===== config.mk =====
export PLATFORM = sky130hd
export DESIGN_NAME = maxpool_window_reader
export DESIGN_NICKNAME = d
export VERILOG_FILES = /design/src/rtl/maxpool_window_reader.sv
export SDC_FILE = /design/constraint.sdc
export NUM_CORES = 1
export LEC_CHECK = 0
export ABC_AREA = 1
export CORE_UTILIZATION = 50
export CTS_CLUSTER_DIAMETER = 60
export DETAILED_ROUTE_END_ITERATION = 8
export HOLD_SLACK_MARGIN = 0.15
export PLACE_DENSITY = 0.81
export SLEW_MARGIN = 10
export SYNTH_ARGS = -nofsm -noshare
export SYNTH_HDL_FRONTEND = slang
export SYNTH_SLANG_ARGS = --single-unit

===== constraint.sdc =====
create_clock -name clk -period 1.8 [get_ports clk]
set_input_delay 0.36 -clock clk [delete_from_list [all_inputs] [get_ports clk]]
set_output_delay 0.36 -clock clk [all_outputs]
set_load 0.05 [all_outputs]

===== src/rtl/maxpool_window_reader.sv =====
// Purpose : stride-2, non-overlapping 2x2 max pooling over a raster-scanned frame,
//           with an IDLE/RUN/DONE frame sequencer and an end-of-frame done pulse.
// Latency : 1 cycle from an accepted window (en=1, odd col, odd row) to pool_valid.
// Backpressure: none; en=0 stalls the counters and the FSM, and pool_out holds.
//
// Ports:
//   clk, rst_n         single clock, asynchronous active-low reset
//   en                 one input pixel (and its 2x2 window taps) per cycle when high
//   in0..in3           window taps: TL, TR, BL, BR (BR is the current pixel)
//   pool_out           registered signed maximum of the last accepted window
//   pool_valid         one-cycle qualifier for pool_out
//   done               high in DONE only, together with the frame's final pool_valid
//   busy               high while in RUN
//
// Optional feature: define MAXPOOL_RELU_EN to clamp negative maxima to zero.
module maxpool_window_reader #(
    parameter int DATA_WIDTH = 32,
    parameter int WIDTH_IMG  = 26,
    parameter int HEIGHT_IMG = 26
) (
    input  logic                  clk,
    input  logic                  rst_n,
    input  logic                  en,
    input  logic [DATA_WIDTH-1:0] in0,
    input  logic [DATA_WIDTH-1:0] in1,
    input  logic [DATA_WIDTH-1:0] in2,
    input  logic [DATA_WIDTH-1:0] in3,
    output logic [DATA_WIDTH-1:0] pool_out,
    output logic                  pool_valid,
    output logic                  done,
    output logic                  busy
);

    localparam int CW = (WIDTH_IMG  > 2) ? $clog2(WIDTH_IMG)  : 1;
    localparam int RW = (HEIGHT_IMG > 2) ? $clog2(HEIGHT_IMG) : 1;

    typedef enum logic [1:0] {
        IDLE = 2'd0,
        RUN  = 2'd1,
        DONE = 2'd2
    } state_t;

    state_t                state_q, state_d;
    logic [CW-1:0]         col_q, col_d;
    logic [RW-1:0]         row_q, row_d;
    logic [DATA_WIDTH-1:0] pool_out_q, pool_out_d;
    logic                  pool_valid_q, pool_valid_d;

    logic                  last_col;
    logic                  last_pix;
    logic                  accept;

    logic signed [DATA_WIDTH-1:0] s0, s1, s2, s3;
    logic signed [DATA_WIDTH-1:0] m_top, m_bot, m_all;
    logic signed [DATA_WIDTH-1:0] m_res;

    // Signed comparison tree; on ties either operand is the same value.
    always_comb begin
        s0    = $signed(in0);
        s1    = $signed(in1);
        s2    = $signed(in2);
        s3    = $signed(in3);
        m_top = (s0 > s1) ? s0 : s1;
        m_bot = (s2 > s3) ? s2 : s3;
        m_all = (m_top > m_bot) ? m_top : m_bot;
`ifdef MAXPOOL_RELU_EN
        m_res = m_all[DATA_WIDTH-1] ? '0 : m_all;
`else
        m_res = m_all;
`endif
    end

    always_comb begin
        last_col     = (col_q == CW'(WIDTH_IMG - 1));
        last_pix     = last_col && (row_q == RW'(HEIGHT_IMG - 1));
        // Odd col and odd row mark the bottom-right pixel of a stride-2 window;
        // a trailing odd-sized column/row never reaches this and is dropped.
        accept       = en && col_q[0] && row_q[0];

        state_d      = state_q;
        col_d        = col_q;
        row_d        = row_q;
        pool_valid_d = accept;
        pool_out_d   = accept ? DATA_WIDTH'(m_res) : pool_out_q;

        // Counters wrap to (0,0) on the last pixel, so the pixel that starts a
        // frame from IDLE or DONE is always counted as (0,0).
        if (en) begin
            if (last_col) begin
                col_d = '0;
                row_d = (row_q == RW'(HEIGHT_IMG - 1)) ? '0 : row_q + RW'(1);
            end else begin
                col_d = col_q + CW'(1);
            end
        end

        case (state_q)
            IDLE:    if (en) state_d = RUN;
            RUN:     if (en && last_pix) state_d = DONE;
            DONE:    state_d = en ? RUN : IDLE;
            default: state_d = IDLE;
        endcase
    end

    always_ff @(posedge clk or negedge rst_n) begin
        if (!rst_n) begin
            state_q      <= IDLE;
            col_q        <= '0;
            row_q        <= '0;
            pool_out_q   <= '0;
            pool_valid_q <= 1'b0;
        end else begin
            state_q      <= state_d;
            col_q        <= col_d;
            row_q        <= row_d;
            pool_out_q   <= pool_out_d;
            pool_valid_q <= pool_valid_d;
        end
    end

    assign pool_out   = pool_out_q;
    assign pool_valid = pool_valid_q;
    assign done       = (state_q == DONE);
    assign busy       = (state_q == RUN);

endmodule


==> results.json, run 1 <==
{
  "synth.top_cells.by_count": "nand2_1 (274), inv_1 (105), ha_1 (100), nand3_1 (100), nand4_1 (72)",
  "ys_async_sr_fraction_pct": 100,
  "synth_area_leaders": "ha_1 (22%), dfrtp_1 (19%), nand2_1 (18%)",
  "synth_edf_count": 0,
  "gp_congestion": 0.919,
  "syn_nets": 1123,
  "rows": 39,
  "io_pins": 166,
  "cts_buffers": 5,
  "ctsHtreeMaxLevel": 2,
  "cts_root_buffer": "clkbuf_16",
  "tool.error": "[ERROR DPL-0038] Utilization greater than 100%, impossible to legalize",
  "status": "did not finish",
  "synthDistinctLibCells": 27,
  "synth_top_area_share_pct": 21.5,
  "synth_warnings": 0,
  "portBuffers": 165,
  "synthCells": 892,
  "synth_top_area_cell": "ha_1",
  "die_w_um": 110,
  "syn_area_per_cell_um2": 6.52,
  "synth_seq_cells": 45,
  "post_cts_buffers": 110,
  "fp.dieH_um": 110,
  "clkSinkCount": 45,
  "cts_resized": 867,
  "syn_area_um2": 5810,
  "initial_core_util_pct": 51.1,
  "hold_buffers": 1,
  "yosysMostFrequentCell": "nand2_1",
  "yosysSeqAreaShare_pct": 19.4,
  "cts_buffer_depth": 2,
  "lastStage": "clock tree synthesis (4_1_cts)",
  "dpl.hpwl_um": 17800,
  "synth_ff_type": "dfrtp_1"
}
==> per-stage QoR <==
| step | area [um^2] | hold slack (ps) | worst slack (ps) | util, % | instances |
|---|---|---|---|---|---|
| 2_1_floorplan | 6120 | 64.4 | -1430 | - | 892 |
| 3_3_place_gp | 9360 | 329 | -2450 | 82.4 | 1375 |
| 3_5_place_dp | 9360 | 331 | -2610 | 82.4 | 1375 |
==> logic make-up after synthesis <==
family,Yosys count,share of synthesized area [%]
AND/OR/NAND/NOR,530,41.9
buffers and inverters,142,10.1
adder cells (fa/ha/maj),100,21.5
AO/OA/AOI/OAI,75,7.04
flip-flops,45,19.4
==> run 2: changes to the inputs <==
- CORE_UTILIZATION: 50 -> 40
- CTS_CLUSTER_DIAMETER: 60 -> not set
- HOLD_SLACK_MARGIN: 0.15 -> not set
- PLACE_DENSITY: 0.81 -> not set
- PLACE_DENSITY_LB_ADDON: not set -> 0.15
==> run 2 against run 1 <==
Against the previous run: the flow now finishes, with violations (setup timing); synthesized area is the same; synthesized cell count is the same.
==> results.json, run 2 <==
{
  "status": "complete, but fails checks",
  "violations": "setup timing",
  "critical_path_class": "in2reg",
  "worst_pin_slew_ps": 470,
  "rows": 43,
  "drc_errors": 0,
  "grt_max_degree": 34,
  "fp.dieH_um": 123,
  "dpl.hpwl_um": 16900,
  "die_area_um2": 15000,
  "wl_um": 33700,
  "post_drt_wl_per_cell_um": 22.7,
  "clk_pin_slew_ps": 80,
  "synth_warnings": 0,
  "grt_usage_pct": 31.5,
  "portBuffers": 165,
  "fin_crit_sh_pct": 234,
  "crit_path_end_kind": "register",
  "finClkSkew_ps": 9.77,
  "cts_buffer_depth": 2,
  "antenna_found_initial": 0,
  "syn2layout_area_growth_pct": 98.9,
  "synth_top_area_cell": "ha_1",
  "drive_above_1_share_pct": 62.3,
  "synth_top_area_share_pct": 21.5,
  "ctsHtreeMaxLevel": 2,
  "synth_edf_count": 0,
  "cts_root_buffer": "clkbuf_16",
  "slew_violations": 0,
  "dp_slack_ps": -2480,
  "synthCells": 892,
  "antenna_left": 0,
  "cts_buffers": 5,
  "p_leak_nw": 5.88,
  "yosysSeqAreaShare_pct": 19.4,
  "syn_area_per_cell_um2": 6.52,
  "start_kind": "input port",
  "fillers": 722,
  "drt_iter0_drc": 1221,
  "synth_ff_type": "dfrtp_1",
  "grt_pass1_vias": 7513,
  "worstPathRequired_ps": 1960,
  "r2r_slack_ps": 190,
  "core_area_um2": 14000,
  "syn_area_um2": 5810,
  "slew_headroom_pct": 68.7,
  "grt_remaining_overflow": 0,
  "antenna_cells": 0,
  "tritoncts": "yes",
  "detail_route.vias_per_cell": 6.22,
  "hold_viol_final": 0,
  "worst_ep_arrival_time_ps": 4380,
  "grt_setup_unrepaired": "true",
  "nNetsFinal": 1537,
  "synthDistinctLibCells": 27,
  "power_density_nw_per_um2": 1030,
  "layout_commonest_cell": "buf_4",
  "ys_async_sr_fraction_pct": 100,
  "worstPathMaxFanout": 8,
  "setup_ws_ps": -2420,
  "vias": 9243,
  "largest_reg_flops": 32,
  "mostFrequentLayoutCells": "buf_4 (278), nand2_1 (163), clkbuf_2 (92)",
  "gp_congestion": 0.876,
  "max_freq_mhz": 237,
  "die_w_um": 123,
  "synth_area_leaders": "ha_1 (22%), dfrtp_1 (19%), nand2_1 (18%)",
  "clock_latency_ps": 310,
  "synth.top_cells.by_count": "nand2_1 (274), inv_1 (105), ha_1 (100), nand3_1 (100), nand4_1 (72)",
  "synth_seq_cells": 45,
  "yosysMostFrequentCell": "nand2_1",
  "initial_core_util_pct": 41.4,
  "syn_nets": 1123,
  "period_minus_slack_ps": 4220,
  "ir_worst_vdd_mv": 0.463,
  "firstDrtPassIters": 7,
  "io_pins": 166,
  "hp-class": "in2async",
  "setup-violations-final": 32,
  "hold_slack_ps": 7.28,
  "drv_cap": 0,
  "clkSinkCount": 45,
  "grt_first_pass_wirelength_um": 36800
}
-- run 2: cell counts after synthesis --
No cell type changed its count.
-- run 2: cell families after synthesis --
family                   count (synthesis)  synth area share, %
flip-flops                              45                 19.4
AO/OA/AOI/OAI                           75                 7.04
AND/OR/NAND/NOR                        530                 41.9
buffers and inverters                  142                 10.1
adder cells (fa/ha/maj)                100                 21.5
-- run 2: path summary, 6_finish.rpt --
check | from | end | cells after the start
setup / recovery | in1[13] | pool_out[27]$_DFFE_PN0P_ | 28
hold / removal | rst_n | row_q[3]$_DFFE_PN0P_ | 1
min in group clk | in3[23] | pool_out[23]$_DFFE_PN0P_ | 5
hold reg to reg | state_q[1]$_DFFE_PN0P_ | state_q[1]$_DFFE_PN0P_ | 1
max in group asynchronous | rst_n | pool_out[17]$_DFFE_PN0P_ | 2
setup reg to reg | col_q[1]$_DFFE_PN0P_ | state_q[0]$_DFFE_PN0P_ | 10
-- run 2: timing repair --
item | 4_1_cts | 5_1_grt
resized for setup | 330 | 521
pin swaps | 94 | 164
hold buffers | 0 | 0
endpoints found under the setup margin | 32 | 33
buffers inserted | 51 | 20
cloned | 3 | 6
-- run 2: routing by layer --
metal	vias to the layer above	wire, um	GRT usage, %
li1	3831	-	-
met4	0	2910	10.7
met3	316	3960	3.58
met2	811	14800	52.1
met1	4285	12100	42.3
met5	-	0	0
-- run 2: layout make-up --
class / instances / area (um^2) / share of cell area [%]
well taps: 180 / 225 / 1.95
flip-flops and latches: 45 / 1130 / 9.74
clock buffers: 5 / 125 / 1.08
multi-input cells: 705 / 6070 / 52.6
clock inverters: 3 / 46.3 / 0.401
inverters: 106 / 423 / 3.66
repair buffers: 443 / 3540 / 30.6
-- run 2: report_power, final --
group          total [W]  internal, W  switching [W]
sequential       0.00183      0.00145       0.000381
clock            0.00114     0.000660       0.000483
combinational    0.00891      0.00359        0.00532
-- run 2: worst max-delay path, cell delays in order --
cell       delay [ps]
buf_2             120
inv_2              50
ha_4              230
a21oi_1           220
o21ai_1           150
a21oi_2           140
nand2_1           100
nand2_2           110
nand2_2            70
nand2_4           100
buf_8             150
buf_6             120
nand4_1           230
nand2_4           210
ha_4              230
a21oi_1           180
o21ai_0           180
nand2_1           140
nand2_1            80
a21oi_2           180
nand2_2            80
nand2_2            80
nand3_4           170
inv_8             160
clkbuf_16         190
nand3_2            70
nand3_2           100
nand2_1           150
-- run 2: per-stage QoR --
stage / power [W] / setup TNS [ps] / utilization [%] / cell area (um^2) / cells
floorplan: 0.00547 / -45220 / - / 6120 / 892
global placement: 0.00777 / -74280 / 66.5 / 9340 / 1404
detailed placement: 0.00786 / -77650 / 66.5 / 9340 / 1404
CTS: 0.00959 / -54310 / 74.6 / 10500 / 1465
global route: 0.0123 / -75300 / 82.3 / 11600 / 1487
finish: 0.0119 / -72290 / 82.3 / 11600 / 1487
No activity file was read; power rests on OpenSTA's default activity.
==> run 3: changes to the inputs <==
- CTS_CLUSTER_DIAMETER: not set -> 200
- clock period: 1.8 -> 4.29 ns (I/O delays scaled with it)
==> run 3 against run 2 <==
Against the previous run: the flow still finishes with violations (setup timing); final cell count is 3.1% lower; flip-flop and latch count is the same; sequential power down 59%; largest cell class unchanged.
==> results.json, run 3 (synthesis results as in run 2) <==
{
  "antenna_found_initial": 0,
  "worstPathRequired_ps": 4480,
  "post_drt_wl_per_cell_um": 17.8,
  "worstHoldPathCells": 1,
  "slew_headroom_pct": 20.3,
  "grt_max_degree": 46,
  "max_freq_mhz": 231,
  "nNetsFinal": 1490,
  "cts_buffer_depth": 2,
  "fin_area_um2": 11100,
  "final_util_pct": 78.8,
  "clkSinkCount": 45,
  "syn2layout_area_growth_pct": 90.4,
  "power_density_nw_per_um2": 390,
  "worst_r2r_path_depth": 8,
  "setup_ws_ps": -35.1,
  "ir_worst_vdd_mv": 0.224,
  "tritoncts": "yes",
  "dp_slack_ps": -559,
  "drv_cap": 0,
  "drive_above_1_share_pct": 35.2,
  "detail_route.vias_per_cell": 5.54,
  "drt_iter0_drc": 646,
  "period_minus_slack_ps": 4330,
  "worst_path_largest_cell_delay_ps": 330,
  "vias": 7983,
  "cts_buffers": 5,
  "gp_congestion": 0.909,
  "core_area_um2": 14000,
  "clock_latency_ps": 310,
  "grt_usage_pct": 27.3,
  "drc_errors": 0,
  "finClkSkew_ps": 9.75,
  "rows": 43,
  "startpoint": "in1[15]",
  "fin_crit_sh_pct": 101,
  "grt_setup_unrepaired": "true",
  "antenna_left": 0,
  "hold_viol_final": 0,
  "ctsHtreeMaxLevel": 2,
  "fin_cells": 1441,
  "largest_reg_flops": 32,
  "dpl_cell_area_um2": 9030,
  "hold_buffers": 0,
  "min_to": "state_q[1]$_DFFE_PN0P_",
  "critPathSlowestCell": "ha_1",
  "worst_pin_slew_ps": 1190,
  "grt_pass1_vias": 6706,
  "start_kind": "input port",
  "firstDrtPassIters": 9,
  "critical_path_class": "in2reg",
  "clk_pin_slew_ps": 70,
  "worstPathMaxFanout": 8,
  "grt_remaining_overflow": 0,
  "worst_ep_arrival_time_ps": 4510,
  "r2r_slack_ps": 2420,
  "layout_commonest_cell": "nand2_1",
  "status": "complete, but fails checks",
  "cts_root_buffer": "clkbuf_16",
  "wl_um": 25600,
  "violations": "setup timing",
  "mostFrequentLayoutCells": "nand2_1 (217), buf_4 (200), dlymetal6s2s_1 (122)",
  "dpl.hpwl_um": 16300,
  "die_area_um2": 15000,
  "reg2reg_to": "row_q[4]$_DFFE_PN0P_",
  "slew_violations": 0,
  "setup-violations-final": 5,
  "io_pins": 166,
  "portBuffers": 165,
  "p_leak_nw": 6.43,
  "initial_core_util_pct": 41.4,
  "dp.cells": 1394,
  "grt_first_pass_wirelength_um": 32100,
  "fp.dieH_um": 123,
  "crit_path_end_kind": "register",
  "min_from": "state_q[1]$_DFFE_PN0P_",
  "die_w_um": 123,
  "r2r_start": "col_q[1]$_DFFE_PN0P_",
  "hp-class": "reg2reg",
  "fin_setup_tns_ps": -113
}
==> run 3: cell count changes in the layout (fill, tap and decap cells not counted), moves of 34 or more <==
cell	change
clkdlybuf4s50_1	+35
nand3_1	+45
nand2_1	+54
inv_1	+34
buf_4	-78
dlymetal6s2s_1	+122
nand3_2	-37
clkbuf_2	-86
==> run 3: final cells by class <==
| cell class | count | area [um^2] |
|---|---|---|
| multi-input combinational | 705 | 5170 |
| timing repair buffer | 396 | 3980 |
| fill | 871 | 2980 |
| sequential | 45 | 1130 |
| inverter | 106 | 410 |
| tap | 180 | 225 |
| clock buffer | 5 | 125 |
| clock inverter | 3 | 25.0 |
| antenna | 1 | 2.50 |
==> run 3: critical path, delay by kind of cell <==
family / cells / cell delay, ps
buf+inv: 6 / 760
simple gates: 21 / 1760
fa+ha+maj: 2 / 650
compound gates: 3 / 440
==> run 3: where the power goes <==
group	switching, W	internal, W	total, W	leakage (nW)
combinational	0.00180	0.00135	0.00315	5.80
sequential	0.000140	0.000607	0.000747	0.556
clock	0.000203	0.000221	0.000424	0.0708
==> run 3: stage by stage <==
stage	power, W	hold slack (ps)
after floorplan	0.00223	430
after global placement	0.00321	444
after detailed placement	0.00324	452
after CTS	0.00376	460
after global routing	0.00453	498
final	0.00432	459
==> run 3: how the worst max path moves through the flow <==
stage                     slack (ps)  cells after the start                       end
after CTS                       -100                     28  pool_out[19]$_DFFE_PN0P_
after floorplan                  460                     26  pool_out[11]$_DFFE_PN0P_
final                            -40                     32  pool_out[30]$_DFFE_PN0P_
after detailed placement        -560                     29   pool_out[5]$_DFFE_PN0P_
after global placement          -470                     28  pool_out[27]$_DFFE_PN0P_
after global routing            -210                     34  pool_out[10]$_DFFE_PN0P_
==> run 3: timing repair <==
item / in CTS / in global routing
endpoints found under the setup margin: 32 / 32
buffers inserted: 14 / 15
pin swaps: 3 / 87
gates cloned: 0 / 9
gates resized for setup: 31 / 353
==> run 3: layer usage <==
metal	vias to the layer above	wire length [um]	track usage, %	share of wire, %
li1	3733	-	-	-
met1	3647	10300	38.0	40
met2	486	11900	43.5	46
met3	117	2290	3.62	8.9
met4	0	1190	8.16	4.6
met5	-	0	0	0
==> run 4: changes to the inputs <==
- MAX_ROUTING_LAYER: not set -> met4
- REMOVE_ABC_BUFFERS: not set -> 1
==> run 4 against run 3 <==
Against the previous run: the flow still finishes with violations (setup timing); final cell count is 4.0% lower; largest power group unchanged; flip-flop and latch count stayed put; wire length is 6.4% lower; die area stayed put; worst hold slack better by 12 ps; non-clock buffer count is 57 lower; maximum frequency is 0.86% lower; critical path type unchanged; total power is 0.43% higher.
==> results.json, run 4 (synthesis results as in run 2) <==
{
  "hold_viol_final": 0,
  "slew_headroom_pct": 21.0,
  "drive_above_1_share_pct": 42.7,
  "status": "complete, but fails checks",
  "grt_setup_unrepaired": "true",
  "critical_path_class": "in2reg",
  "grt_remaining_overflow": 0,
  "wl_um": 24000,
  "dpl.hpwl_um": 15100,
  "crit_path_end_kind": "register",
  "core_area_um2": 14000,
  "setup-violations-final": 9,
  "cts_root_buffer": "clkbuf_16",
  "grt_usage_pct": 30.1,
  "initial_core_util_pct": 41.4,
  "p_leak_nw": 5.37,
  "hold_buffers": 0,
  "clkSinkCount": 45,
  "r2r_slack_ps": 2210,
  "vias": 7628,
  "detail_route.vias_per_cell": 5.51,
  "power_w": 0.00434,
  "grt_first_pass_wirelength_um": 34300,
  "layout_commonest_cell": "nand2_1",
  "power_switching_w": 0.00214,
  "grt_max_degree": 46,
  "worst_pin_slew_ps": 1180,
  "drv_cap": 0,
  "hold_slack_ps": 471,
  "fin_crit_sh_pct": 102,
  "post_drt_wl_per_cell_um": 17.3,
  "gp_congestion": 0.882,
  "max_freq_mhz": 229,
  "finClkSkew_ps": 6.71,
  "ctsHtreeMaxLevel": 2,
  "cts_buffers": 5,
  "power_density_nw_per_um2": 409,
  "portBuffers": 165,
  "start_kind": "input port",
  "worstPathMaxFanout": 6,
  "setup_ws_ps": -72.7,
  "antenna_left": 0,
  "fp.dieH_um": 123,
  "critPathSlowestCell": "dlygate4sd2_1",
  "syn2layout_area_growth_pct": 82.3,
  "cts_buffer_depth": 2,
  "drc_errors": 0,
  "p_clk_share_pct": 9.8,
  "worstPathRequired_ps": 4540,
  "grt_pass1_vias": 7136,
  "sw_frac_of_total_pct": 49.3,
  "worstHoldPathCells": 1,
  "worst_r2r_path_depth": 5,
  "multi_input_area_um2": 5570,
  "hp-class": "reg2reg",
  "die_w_um": 123,
  "power_frac_comb_pct": 73.5,
  "largest_reg_flops": 32,
  "die_area_um2": 15000,
  "mostFrequentLayoutCells": "nand2_1 (179), buf_4 (140), nand3_1 (91)",
  "drt_iter0_drc": 640,
  "seq_power_share_pct": 16.7,
  "period_minus_slack_ps": 4360,
  "crit_top_cell": "nand2_1",
  "worst_path_largest_cell_delay_ps": 280,
  "ir_worst_vdd_mv": 0.334,
  "violations": "setup timing",
  "clock_latency_ps": 310,
  "antenna_found_initial": 1,
  "rows": 43,
  "fillers": 1008,
  "io_pins": 166,
  "ff_latch_area_um2": 1130,
  "internal_power_w": 0.00220,
  "tritoncts": "yes",
  "clk_pin_slew_ps": 80,
  "worst_ep_arrival_time_ps": 4610,
  "nNetsFinal": 1433,
  "slew_violations": 0,
  "firstDrtPassIters": 5
}
[run 4: cell types whose count changed in the layout (fill, tap and decap cells not counted), sizes merged]
cell           change
dlymetal6s2s      -97
clkinv             +2
dlygate4sd2       +23
buf               -50
clkbuf            +40
clkdlybuf4s15     +27
inv                -2
[run 4: worst max-delay path: cells and delay by family]
family          cells  cell delay [ps]
buf+inv             7             1100
compound gates      5              810
simple gates       15             1360
fa+ha+maj           2              470
[run 4: through the flow]
| step | setup WS [ps] | cells | TNS (ps) | utilization [%] | instance area (um^2) |
|---|---|---|---|---|---|
| final | -72.7 | 1384 | -327 | 75.5 | 10600 |
| after global routing | -188 | 1384 | -3700 | 75.5 | 10600 |
| after CTS | 4.97 | 1372 | 0 | 67.7 | 9510 |
| after detailed placement | -561 | 1343 | -16700 | 61.7 | 8660 |
| after global placement | -505 | 1343 | -15060 | 61.7 | 8660 |
| after floorplan | -632 | 856 | -19890 | - | 5620 |
[run 4: worst paths after layout]
check | end | from
worst max register to register | pool_out[5]$_DFFE_PN0P_ | col_q[0]$_DFFE_PN0P_
min in group asynchronous | pool_out[2]$_DFFE_PN0P_ | rst_n
worst max-delay path | pool_out[30]$_DFFE_PN0P_ | in2[24]
worst min-delay path | state_q[1]$_DFFE_PN0P_ | state_q[1]$_DFFE_PN0P_
worst min register to register | state_q[1]$_DFFE_PN0P_ | state_q[1]$_DFFE_PN0P_
max in group asynchronous | col_q[1]$_DFFE_PN0P_ | rst_n
[run 4: layer usage]
| layer | vias up | global-route usage (%) | share of wire (%) |
|---|---|---|---|
| met2 | 351 | 49.9 | 48 |
| li1 | 3639 | - | - |
| met3 | 76 | 3.58 | 7.3 |
| met1 | 3562 | 38.3 | 41 |
| met4 | 0 | 8.99 | 3.7 |
| met5 | - | - | 0 |
[run 4: what timing repair did]
item,4_1_cts,5_1_grt
pin swaps,73,125
setup buffers,16,11
resized for setup,211,392
setup endpoints to repair,32,32
cloned,7,1
[run 4: cell type report]
class,count,area share [%]
diodes,1,0.0236
clock buffers,5,1.18
clock inverters,3,0.236
inverters,106,3.80
multi-input cells,705,52.6
flip-flops and latches,45,10.6
well taps,180,2.13
repair buffers,339,29.4
[run 4: power by group through the flow]
stage          Combinational, W  Sequential [W]  Clock [W]
2_1_floorplan          0.000938         0.00122          0
3_3_place_gp            0.00244        0.000727          0
3_5_place_dp            0.00246        0.000726          0
4_1_cts                 0.00275        0.000724   0.000430
5_1_grt                 0.00340        0.000750   0.000449
6_report                0.00319        0.000724   0.000424
